===== src/rtl/scan_sel_gen_if.sv =====
// Control and select bundle between the scan sequencer and whoever drives it.
// The sequencer uses the slave modport; the controller or testbench uses master.
interface scan_sel_gen_if #(
    parameter int DIV_W = 16
);
    logic             start;
    logic             stop;
    logic             mode;
    logic [DIV_W-1:0] div;
    logic [3:0]       mask;
    logic [1:0]       sel;
    logic             en;
    logic             busy;
    logic             pass_done;

    modport master (
        output start, stop, mode, div, mask,
        input  sel, en, busy, pass_done
    );

    modport slave (
        input  start, stop, mode, div, mask,
        output sel, en, busy, pass_done
    );
endinterface


===== src/rtl/scan_sel_gen.sv =====
// Timed channel sequencer feeding a 2-to-4 decoder (sel -> in, en -> en).
// Optional macro SCAN_BLANK_EN blanks en for the first cycle of each dwell when div>=1.
module scan_sel_gen #(
    parameter int DIV_W = 16
) (
    input  logic             clk,
    input  logic             rst,
    scan_sel_gen_if.slave    bus
);
`ifdef SCAN_BLANK_EN
    localparam logic BLANK = 1'b1;
`else
    localparam logic BLANK = 1'b0;
`endif

    typedef enum logic {IDLE, RUN} state_t;

    state_t           state;
    logic [DIV_W-1:0] presc;
    logic [DIV_W-1:0] div_l;
    logic             mode_l;

    logic             tick;
    logic [1:0]       nxt;
    logic             wrap;

    function automatic logic [1:0] low_bit(input logic [3:0] m);
        logic [1:0] r;
        r = 2'd0;
        for (int i = 3; i >= 0; i--)
            if (m[i]) r = 2'(i);
        return r;
    endfunction

    // Search upward from c with wraparound; a lone enabled channel maps to itself.
    function automatic logic [1:0] next_bit(input logic [3:0] m, input logic [1:0] c);
        logic [1:0] r;
        logic [1:0] idx;
        r = c;
        for (int k = 3; k >= 1; k--) begin
            idx = c + 2'(k);
            if (m[idx]) r = idx;
        end
        return r;
    endfunction

    always_comb begin
        tick = (presc == div_l);
        nxt  = next_bit(bus.mask, bus.sel);
        wrap = (nxt <= bus.sel);
    end

    always_ff @(posedge clk) begin
        if (rst) begin
            state         <= IDLE;
            bus.sel       <= 2'b00;
            bus.en        <= 1'b0;
            bus.busy      <= 1'b0;
            bus.pass_done <= 1'b0;
            presc         <= '0;
            mode_l        <= 1'b0;
            div_l         <= '0;
        end else begin
            bus.pass_done <= 1'b0;
            case (state)
                IDLE: begin
                    bus.en   <= 1'b0;
                    bus.busy <= 1'b0;
                    if (bus.start && !bus.stop && (bus.mask != 4'b0000)) begin
                        state    <= RUN;
                        bus.sel  <= low_bit(bus.mask);
                        bus.en   <= !BLANK || (bus.div == '0);
                        bus.busy <= 1'b1;
                        presc    <= '0;
                        mode_l   <= bus.mode;
                        div_l    <= bus.div;
                    end
                end
                RUN: begin
                    if (bus.stop || (bus.mask == 4'b0000)) begin
                        state    <= IDLE;
                        bus.en   <= 1'b0;
                        bus.busy <= 1'b0;
                        presc    <= '0;
                    end else if (tick) begin
                        presc         <= '0;
                        bus.pass_done <= wrap;
                        if (wrap && mode_l) begin
                            state    <= IDLE;
                            bus.en   <= 1'b0;
                            bus.busy <= 1'b0;
                        end else begin
                            bus.sel <= nxt;
                            bus.en  <= !BLANK || (div_l == '0);
                        end
                    end else begin
                        presc  <= presc + 1'b1;
                        bus.en <= 1'b1;
                    end
                end
                default: state <= IDLE;
            endcase
        end
    end
endmodule


===== src/flat_wrapper.sv =====
// flat-port wrapper written by rule: the top's interface ports become plain ports
module scan_sel_gen_flat 
#(
    parameter int DIV_W = 16
)
  (clk, rst, bus_start, bus_stop, bus_mode, bus_div, bus_mask, bus_sel, bus_en, bus_busy, bus_pass_done);
  scan_sel_gen_if #(.DIV_W(DIV_W)) bus_i ();
  input  logic clk;
  input  logic rst;
  input wire logic [$bits(bus_i.start)-1:0] bus_start;
  input wire logic [$bits(bus_i.stop)-1:0] bus_stop;
  input wire logic [$bits(bus_i.mode)-1:0] bus_mode;
  input wire logic [$bits(bus_i.div)-1:0] bus_div;
  input wire logic [$bits(bus_i.mask)-1:0] bus_mask;
  output wire logic [$bits(bus_i.sel)-1:0] bus_sel;
  output wire logic [$bits(bus_i.en)-1:0] bus_en;
  output wire logic [$bits(bus_i.busy)-1:0] bus_busy;
  output wire logic [$bits(bus_i.pass_done)-1:0] bus_pass_done;
  assign bus_i.start = bus_start;
  assign bus_i.stop = bus_stop;
  assign bus_i.mode = bus_mode;
  assign bus_i.div = bus_div;
  assign bus_i.mask = bus_mask;
  assign bus_sel = bus_i.sel;
  assign bus_en = bus_i.en;
  assign bus_busy = bus_i.busy;
  assign bus_pass_done = bus_i.pass_done;
  scan_sel_gen #(.DIV_W(DIV_W)) u_core (.clk(clk), .rst(rst), .bus(bus_i));
endmodule

===== config.mk =====
export PLATFORM = sky130hd
export DESIGN_NAME = scan_sel_gen_flat
export DESIGN_NICKNAME = d
export VERILOG_FILES = /design/src/rtl/scan_sel_gen_if.sv /design/src/rtl/scan_sel_gen.sv /design/src/flat_wrapper.sv
export SDC_FILE = /design/constraint.sdc
export NUM_CORES = 1
export LEC_CHECK = 0
export ABC_CLOCK_PERIOD_IN_PS = 2200
export BUFFER_PORTS_ARGS = -buffer_cell sky130_fd_sc_hd__buf_2
export CAP_MARGIN = 5
export CORE_MARGIN = 5
export CORE_UTILIZATION = 45
export CTS_CLUSTER_SIZE = 28
export DETAILED_ROUTE_END_ITERATION = 10
export PLACE_DENSITY = 0.68
export SYNTH_ARGS = -nofsm -noshare
export SYNTH_HDL_FRONTEND = slang
export SYNTH_SLANG_ARGS = --single-unit

===== constraint.sdc =====
create_clock -name clk -period 2.2 [get_ports clk]
set_input_delay 0.22 -clock clk [delete_from_list [all_inputs] [get_ports clk]]
set_output_delay 0.22 -clock clk [all_outputs]
set_load 0.005 [all_outputs]

# ---- After elaboration in Yosys (flattened, before gate mapping)
# Cells that the tools add are included.
dict set report word_totals {
  ff_bits 38
  in_bits 25
}
dict set report op_classes {
  eq_ne 7
  n_reduce_logical 11
  order_cmp 4
  bitwise 2
  muxes 31
  add_sub_neg 4
}
# cell n
set ops {}
lappend ops {{16-bit 2-to-1 mux} 3}
lappend ops {{16-bit case mux with 2 select lines} 1}
lappend ops {{2-bit 2-to-1 mux} 11}
lappend ops {{16-bit by 1-bit adder with 16-bit output (second input constant)} 1}
lappend ops {{16-bit == test} 1}
lappend ops {{1-bit 2-to-1 mux} 10}
lappend ops {{2-bit by 3-bit < comparator with 1-bit output (second input constant)} 3}
lappend ops {{1-bit binary-select mux with 2-bit select} 3}
lappend ops {{2-bit inequality test (second input constant)} 3}
lappend ops {{3-bit inequality test (second input constant)} 2}
lappend ops {{2-bit adder (second input constant)} 2}
lappend ops {{4-bit zero test} 1}
lappend ops {{1-bit case mux with 2 select lines} 2}
lappend ops {{2-bit case mux with 2 select lines} 1}
lappend ops {{2-bit AND reduction} 2}
lappend ops {{4-bit AND reduction} 1}
lappend ops {{4-bit nonzero test} 1}
lappend ops {{4-bit OR reduction} 1}
lappend ops {{1-bit logical AND} 3}
lappend ops {{2-bit by 1-bit adder with 2-bit output (second input constant)} 1}
lappend ops {{2-bit less-or-equal comparator} 1}
lappend ops {{2-bit by 1-bit inequality test with 1-bit output (second input constant)} 1}
lappend ops {{1-bit inverter} 2}
lappend ops {{1-bit zero test} 1}
lappend ops {{1-bit logical OR} 1}

# ---- Depth between registers and ports, before layout
dict set report depth {
  word_depth 12
  mapped_depth 9
  ltp_nobuf 9
}

# ---- Worst setup path after synthesis
# Ideal clock, no wire load.
dict set report synth_path {
  path_type {register -> register}
  startpoint {reg u_core.bus.sel[0]}
  endpoint {reg u_core.bus.sel[1]}
  arrival_ns 2.033
  synth_period_minus_slack_ns 2.154
  path_slack_ns 0.046
  stages_incl_launch_ff 10
  path_cell_list {dfxtp_1 -> nand2b_1 -> o21ai_0 -> o21a_1 -> ha_1 -> nor2b_1 -> o21ai_0 -> and2_1 -> o31a_1 -> mux2_4}
}
dict set report synth_between {
  elab_chain_cells 10
  word_cells_on_any_way 20
  cone_classes {3 x add/sub; 1 x order compare; 1 x eq/ne; 13 x mux; 2 x reduce/logical}
}
# item line_no
set synth_rtl {}
lappend synth_rtl {{start: declaration} scan_sel_gen_if.sv:23} ;# output sel, en, busy, pass_done
lappend synth_rtl {{start signal: assignment} scan_sel_gen.sv:71} ;# bus.sel <= low_bit(bus.mask);
lappend synth_rtl {{start signal: assignment} scan_sel_gen.sv:93} ;# bus.sel <= nxt;
lappend synth_rtl {{2-bit adder} scan_sel_gen.sv:41} ;# idx = c + 2'(k);
lappend synth_rtl {{1-bit binary-select mux with 2-bit select} scan_sel_gen.sv:42} ;# if (m[idx]) r = idx;
lappend synth_rtl {{1-bit 2-to-1 mux (implied by the code)} scan_sel_gen.sv:42}
lappend synth_rtl {{2-bit 2-to-1 mux (3 in series)} scan_sel_gen.sv:42}
lappend synth_rtl {{2-bit less-or-equal comparator / 2-bit 2-to-1 mux (equally long branches)} {scan_sel_gen.sv:50, scan_sel_gen.sv:88}}
lappend synth_rtl {{1-bit logical AND / 2-bit 2-to-1 mux (equally long branches)} {scan_sel_gen.sv:88, scan_sel_gen.sv:85}}
lappend synth_rtl {{2-bit inequality test (no source line) / 2-bit 2-to-1 mux (equally long branches)} --}
lappend synth_rtl {{4-bit AND reduction (no source line) / 2-bit case mux with 2 select lines (equally long branches)} --}
# Several ways; a longest one is shown, not always the timed one. The select of a mux whose other input is x is not followed.
# A chain may end at the register's enable or synchronous reset.

# ---- Final worst setup path
# Ends and elaborated chain as after synthesis.

==> run_summary.xml <==
<?xml version="1.0" encoding="UTF-8"?>
<metrics>
  <group name="status">
    <metric name="run_status" unit="">complete, no violations</metric>
  </group>
  <group name="global_route">
    <metric name="maximum_number_of_pins_on_one_net_before_global_route_repair" unit="">34</metric>
    <metric name="grt_antenna_before_repair" unit="">0</metric>
    <metric name="grt_first_pass_wirelength" unit="mm">8.07</metric>
    <metric name="grt_util_all_layers" unit="%">16.2</metric>
    <metric name="grt_pass1_vias" unit="">1757</metric>
    <metric name="grt.overflow.total" unit="">0</metric>
  </group>
  <group name="sta">
    <metric name="finalMaxSlewViolations" unit="">0</metric>
    <metric name="timing_worst_slew_pin_value" unit="ns">0.995</metric>
    <metric name="period_utilization" unit="%">97.7</metric>
    <metric name="timing.max_slew.rel_slack" unit="%">33.3</metric>
    <metric name="worst_clock_skew" unit="ns">0.00643</metric>
    <metric name="layout_min_cycle_time" unit="ns">2.15</metric>
    <metric name="setup_tns_final" unit="ns">0</metric>
    <metric name="finalHoldViolations" unit="">0</metric>
    <metric name="highest_clock_rate" unit="MHz">465</metric>
    <metric name="final-setup-viol-count" unit="">0</metric>
  </group>
  <group name="yosys">
    <metric name="register_area_share_after_synthesis" unit="%">37.3</metric>
    <metric name="muxShareOfSynthArea" unit="%">1.23</metric>
    <metric name="synth.distinct_cells" unit="">46</metric>
    <metric name="synth_simple_gate_area_share" unit="%">28.0</metric>
    <metric name="synthesis.yosys.warnings" unit="">0</metric>
    <metric name="synth_edf_count" unit="">0</metric>
    <metric name="ys_seq_elements" unit="">38</metric>
    <metric name="async_flop_share" unit="%">0</metric>
    <metric name="syn-mean-instance-area" unit="um^2">8.12</metric>
    <metric name="postSynth.topFlopCell" unit="">sky130_fd_sc_hd__dfxtp_1</metric>
    <metric name="adder_and_majority_gate_portion_of_the_synthesized_area" unit="%">1.84</metric>
    <metric name="synthCells" unit="">251</metric>
    <metric name="postSynthNetCount" unit="">279</metric>
    <metric name="synth-xor-area-share" unit="%">9.45</metric>
    <metric name="mappedNetlistArea" unit="um^2">2040</metric>
    <metric name="synth_compound_gate_area_share" unit="%">17.9</metric>
    <metric name="synth_top_family_by_area" unit="">simple AND/OR/NAND/NOR gates</metric>
  </group>
  <group name="cts">
    <metric name="cts.reportedPaths.clkPinSlew" unit="ns">0.08</metric>
    <metric name="tritoncts_num_sinks" unit="">38</metric>
    <metric name="tritoncts.num_buffers" unit="">5</metric>
    <metric name="largest_buffer_count_on_any_clock_path" unit="">2</metric>
    <metric name="cts.root.buffer_cell" unit="">sky130_fd_sc_hd__clkbuf_8</metric>
    <metric name="h_tree_lvls" unit="">2</metric>
    <metric name="clk-insertion-delay-late" unit="ns">0.29</metric>
    <metric name="tritoncts" unit="">yes</metric>
    <metric name="holdBufCountCts" unit="">0</metric>
  </group>
  <group name="setup_path">
    <metric name="path_class" unit="">flop to flop</metric>
    <metric name="critical_path.top_delay_family" unit="">compound AO/OA/AOI/OAI gates</metric>
    <metric name="critical_path.cell_chain" unit="">nand2b_4, o21ai_1, o21a_1, ha_4, nor2b_1, o21ai_1, and2_1, o31a_1, mux2_4</metric>
    <metric name="timing.critical_path.slowest_stage_cell" unit="">sky130_fd_sc_hd__dfxtp_2</metric>
    <metric name="endpoint_kind" unit="">flop</metric>
    <metric name="path_common_cell" unit="">sky130_fd_sc_hd__o21ai_1</metric>
    <metric name="ff2ff_setup_slack" unit="ns">0.05</metric>
    <metric name="timing.critical_path.arrival" unit="ns">2.34</metric>
    <metric name="worst-endpoint-required" unit="ns">2.39</metric>
    <metric name="critical_path_peak_fanout" unit="">4</metric>
    <metric name="timing.critical_path.from_type" unit="">flop</metric>
    <metric name="cp.buffers_inverters" unit="">0</metric>
    <metric name="timing.critical_path.slowest_cell_delay" unit="ns">0.36</metric>
  </group>
  <group name="final_layout">
    <metric name="drive_above_1_share" unit="%">21.5</metric>
    <metric name="finish.utilization" unit="%">54.6</metric>
    <metric name="diodes" unit="">0</metric>
    <metric name="final_cell_count_no_fill" unit="">336</metric>
    <metric name="fin_nets" unit="">311</metric>
    <metric name="fin_area" unit="um^2">2390</metric>
    <metric name="flow.area_growth_from_synthesis" unit="%">17.4</metric>
  </group>
  <group name="power_and_ir_drop">
    <metric name="power.net_switching" unit="uW">382</metric>
    <metric name="powerDensity" unit="nW/um^2">603</metric>
    <metric name="leakagePower" unit="uW">0.000977</metric>
    <metric name="fraction_of_power_consumed_by_sequential_logic" unit="%">50.0</metric>
    <metric name="vdd_ir_drop_max" unit="mV">0.309</metric>
    <metric name="power.total" unit="uW">1440</metric>
    <metric name="power.combinational.fraction" unit="%">15.8</metric>
    <metric name="power_frac_clock" unit="%">34.2</metric>
    <metric name="p_sw_share" unit="%">26.5</metric>
    <metric name="cell_internal_pwr" unit="uW">1060</metric>
  </group>
  <group name="drt">
    <metric name="routed_via_density" unit="">5.39</metric>
    <metric name="detailroute.via_count" unit="">1811</metric>
    <metric name="route.detailed.drc" unit="">0</metric>
    <metric name="routed_wl" unit="mm">4.69</metric>
    <metric name="drt.antenna.violating_nets" unit="">0</metric>
    <metric name="detailedRoute.firstPassIterationCount" unit="">4</metric>
    <metric name="wire_per_inst" unit="um">14.0</metric>
    <metric name="drt_iter0_markers" unit="">90</metric>
  </group>
  <group name="die">
    <metric name="die_x" unit="um">77.3</metric>
    <metric name="die_footprint" unit="um^2">5980</metric>
    <metric name="initial_util" unit="%">46.5</metric>
    <metric name="num_io_pins" unit="">30</metric>
    <metric name="placeableCoreArea" unit="um^2">4380</metric>
    <metric name="chipHeight" unit="um">77.3</metric>
    <metric name="fp-row-count" unit="">24</metric>
  </group>
  <group name="hold_path">
    <metric name="worstHoldPathType" unit="">input pin to flop</metric>
  </group>
  <group name="placed_design">
    <metric name="gpl.final_weighted_congestion" unit="">0.856</metric>
    <metric name="placed_cells_incl_taps" unit="">327</metric>
    <metric name="placement.cell_area" unit="um^2">2260</metric>
    <metric name="port_buffers" unit="">29</metric>
    <metric name="detailed_place_hpwl" unit="mm">3.43</metric>
  </group>
  <group name="run">
    <metric name="total_of_max_cap_violations" unit="">0</metric>
  </group>
</metrics>
[through the flow]
step                hold slack (ns)  worst slack [ns]
global route                  0.151           -0.0119
global placement              0.456            0.0827
detailed placement            0.461          0.000285
CTS                           0.155            0.0274
finish                        0.162            0.0500
floorplan                     0.356            0.0460
[cell usage in the layout, fill, tap and decap left out, types with 2 or more instances in the layout]
cell / synthesis / layout
sky130_fd_sc_hd__nor2b_1: 3 / 3
sky130_fd_sc_hd__nor4_1: 2 / 2
sky130_fd_sc_hd__nand3b_1: 2 / 2
sky130_fd_sc_hd__xnor2_1: 4 / 4
sky130_fd_sc_hd__a21oi_1: 23 / 22
sky130_fd_sc_hd__buf_2: 6 / 29
sky130_fd_sc_hd__and2_1: 3 / 3
sky130_fd_sc_hd__nor2_1: 7 / 7
sky130_fd_sc_hd__clkbuf_8: 0 / 6
sky130_fd_sc_hd__nand4_1: 5 / 5
sky130_fd_sc_hd__a211oi_1: 4 / 4
sky130_fd_sc_hd__xor2_1: 18 / 18
sky130_fd_sc_hd__ha_1: 3 / 2
sky130_fd_sc_hd__o211ai_1: 3 / 3
sky130_fd_sc_hd__nand2_1: 48 / 48
sky130_fd_sc_hd__and3_1: 5 / 5
sky130_fd_sc_hd__nand3_1: 6 / 6
sky130_fd_sc_hd__nand2b_4: 0 / 2
sky130_fd_sc_hd__o21ai_1: 0 / 3
sky130_fd_sc_hd__nor4_2: 2 / 2
sky130_fd_sc_hd__o22ai_1: 4 / 4
sky130_fd_sc_hd__inv_1: 7 / 6
sky130_fd_sc_hd__buf_4: 0 / 10
sky130_fd_sc_hd__nand2b_1: 9 / 7
sky130_fd_sc_hd__dfxtp_1: 38 / 37
sky130_fd_sc_hd__o21ai_0: 7 / 4
sky130_fd_sc_hd__a31oi_1: 10 / 10
sky130_fd_sc_hd__nor3_1: 3 / 3
sky130_fd_sc_hd__nor3b_2: 1 / 2
[worst min-delay path, cell delays in order]
cell and delay, ns:
sky130_fd_sc_hd__buf_2 0.09, sky130_fd_sc_hd__nand2_1 0.04, sky130_fd_sc_hd__a21oi_1 0.05
[worst paths after layout]
kind | startpoint | end | cells past startpoint
setup reg to reg | u_core.bus.sel[0]$_SDFFE_PP0P_ | u_core.bus.sel[1]$_SDFFE_PP0P_ | 9
setup / recovery | u_core.bus.sel[0]$_SDFFE_PP0P_ | u_core.bus.sel[1]$_SDFFE_PP0P_ | 9
hold reg to reg | u_core.div_l[12]$_SDFFE_PP0P_ | u_core.div_l[12]$_SDFFE_PP0P_ | 2
hold / removal | bus_div[7] | u_core.div_l[7]$_SDFFE_PP0P_ | 3
[per-layer routing]
metal	track usage, %	part of all wire, %	up-vias
met5	0	0	-
met4	4.98	1.2	0
met3	4.10	4.5	6
met2	26.7	47	35
met1	20.8	47	815
li1	-	-	955
[kinds of logic after synthesis]
family                   count (synthesis)
AND/OR/NAND/NOR                        105
XOR/XNOR                                22
buffers and inverters                   21
AO/OA/AOI/OAI                           60
multiplexers                             2
adder cells (fa/ha/maj)                  3
flip-flops                              38
[flip-flops by register name, indices dropped and copies added (netlist names)]
signal	flops
u_core.bus.sel	2
u_core.div_l	16
u_core.bus.busy	1
u_core.bus.pass_done	1
u_core.bus.en	1
u_core.presc	16
u_core.mode_l	1
[power by group through the flow]
stage	clock, uW	combinational (uW)	sequential [uW]
2_1_floorplan	0	132	734
3_3_place_gp	0	211	735
3_5_place_dp	0	214	736
4_1_cts	505	215	720
5_1_grt	541	254	723
6_report	494	227	720
[cell usage after synthesis, types with 2 or more instances]
cell type,n,area [um^2]
sky130_fd_sc_hd__o21ai_0,7,35.0
sky130_fd_sc_hd__nor2b_1,3,18.8
sky130_fd_sc_hd__nor4_1,2,12.5
sky130_fd_sc_hd__ha_1,3,37.5
sky130_fd_sc_hd__xnor2_1,4,35.0
sky130_fd_sc_hd__a21oi_1,23,115
sky130_fd_sc_hd__a31oi_1,10,62.6
sky130_fd_sc_hd__dfxtp_1,38,761
sky130_fd_sc_hd__and3_1,5,31.3
sky130_fd_sc_hd__a211oi_1,4,30.0
sky130_fd_sc_hd__o211ai_1,3,22.5
sky130_fd_sc_hd__nand4_1,5,31.3
sky130_fd_sc_hd__nand3b_1,2,15.0
sky130_fd_sc_hd__buf_2,6,30.0
sky130_fd_sc_hd__nand2_1,48,180
sky130_fd_sc_hd__and2_1,3,18.8
sky130_fd_sc_hd__xor2_1,18,158
sky130_fd_sc_hd__inv_1,7,26.3
sky130_fd_sc_hd__clkbuf_1,8,30.0
sky130_fd_sc_hd__nor3_1,3,15.0
sky130_fd_sc_hd__nor4_2,2,25.0
sky130_fd_sc_hd__nand3_1,6,30.0
sky130_fd_sc_hd__nor2_1,7,26.3
sky130_fd_sc_hd__o22ai_1,4,25.0
sky130_fd_sc_hd__nand2b_1,9,56.3
[repair_timing]
action / 4_1_cts / 5_1_grt
pin swaps: 0 / 2
endpoints found under the setup margin: 1 / 1
endpoints found under the hold margin: 0 / 0
gates resized for setup: 1 / 9
buffers inserted: 0 / 1
[layout make-up]
class                           instances  area [um^2]
Multi-Input combinational cell        192         1230
Sequential cell                        38          762
Timing Repair Buffer                   39          220
Fill cell                             440         1990
Clock buffer                            7         86.3
Tap cell                               52         65.1
Inverter                                7         26.3
Clock inverter                          1         5.00
(Power assumes the default switching activity.)
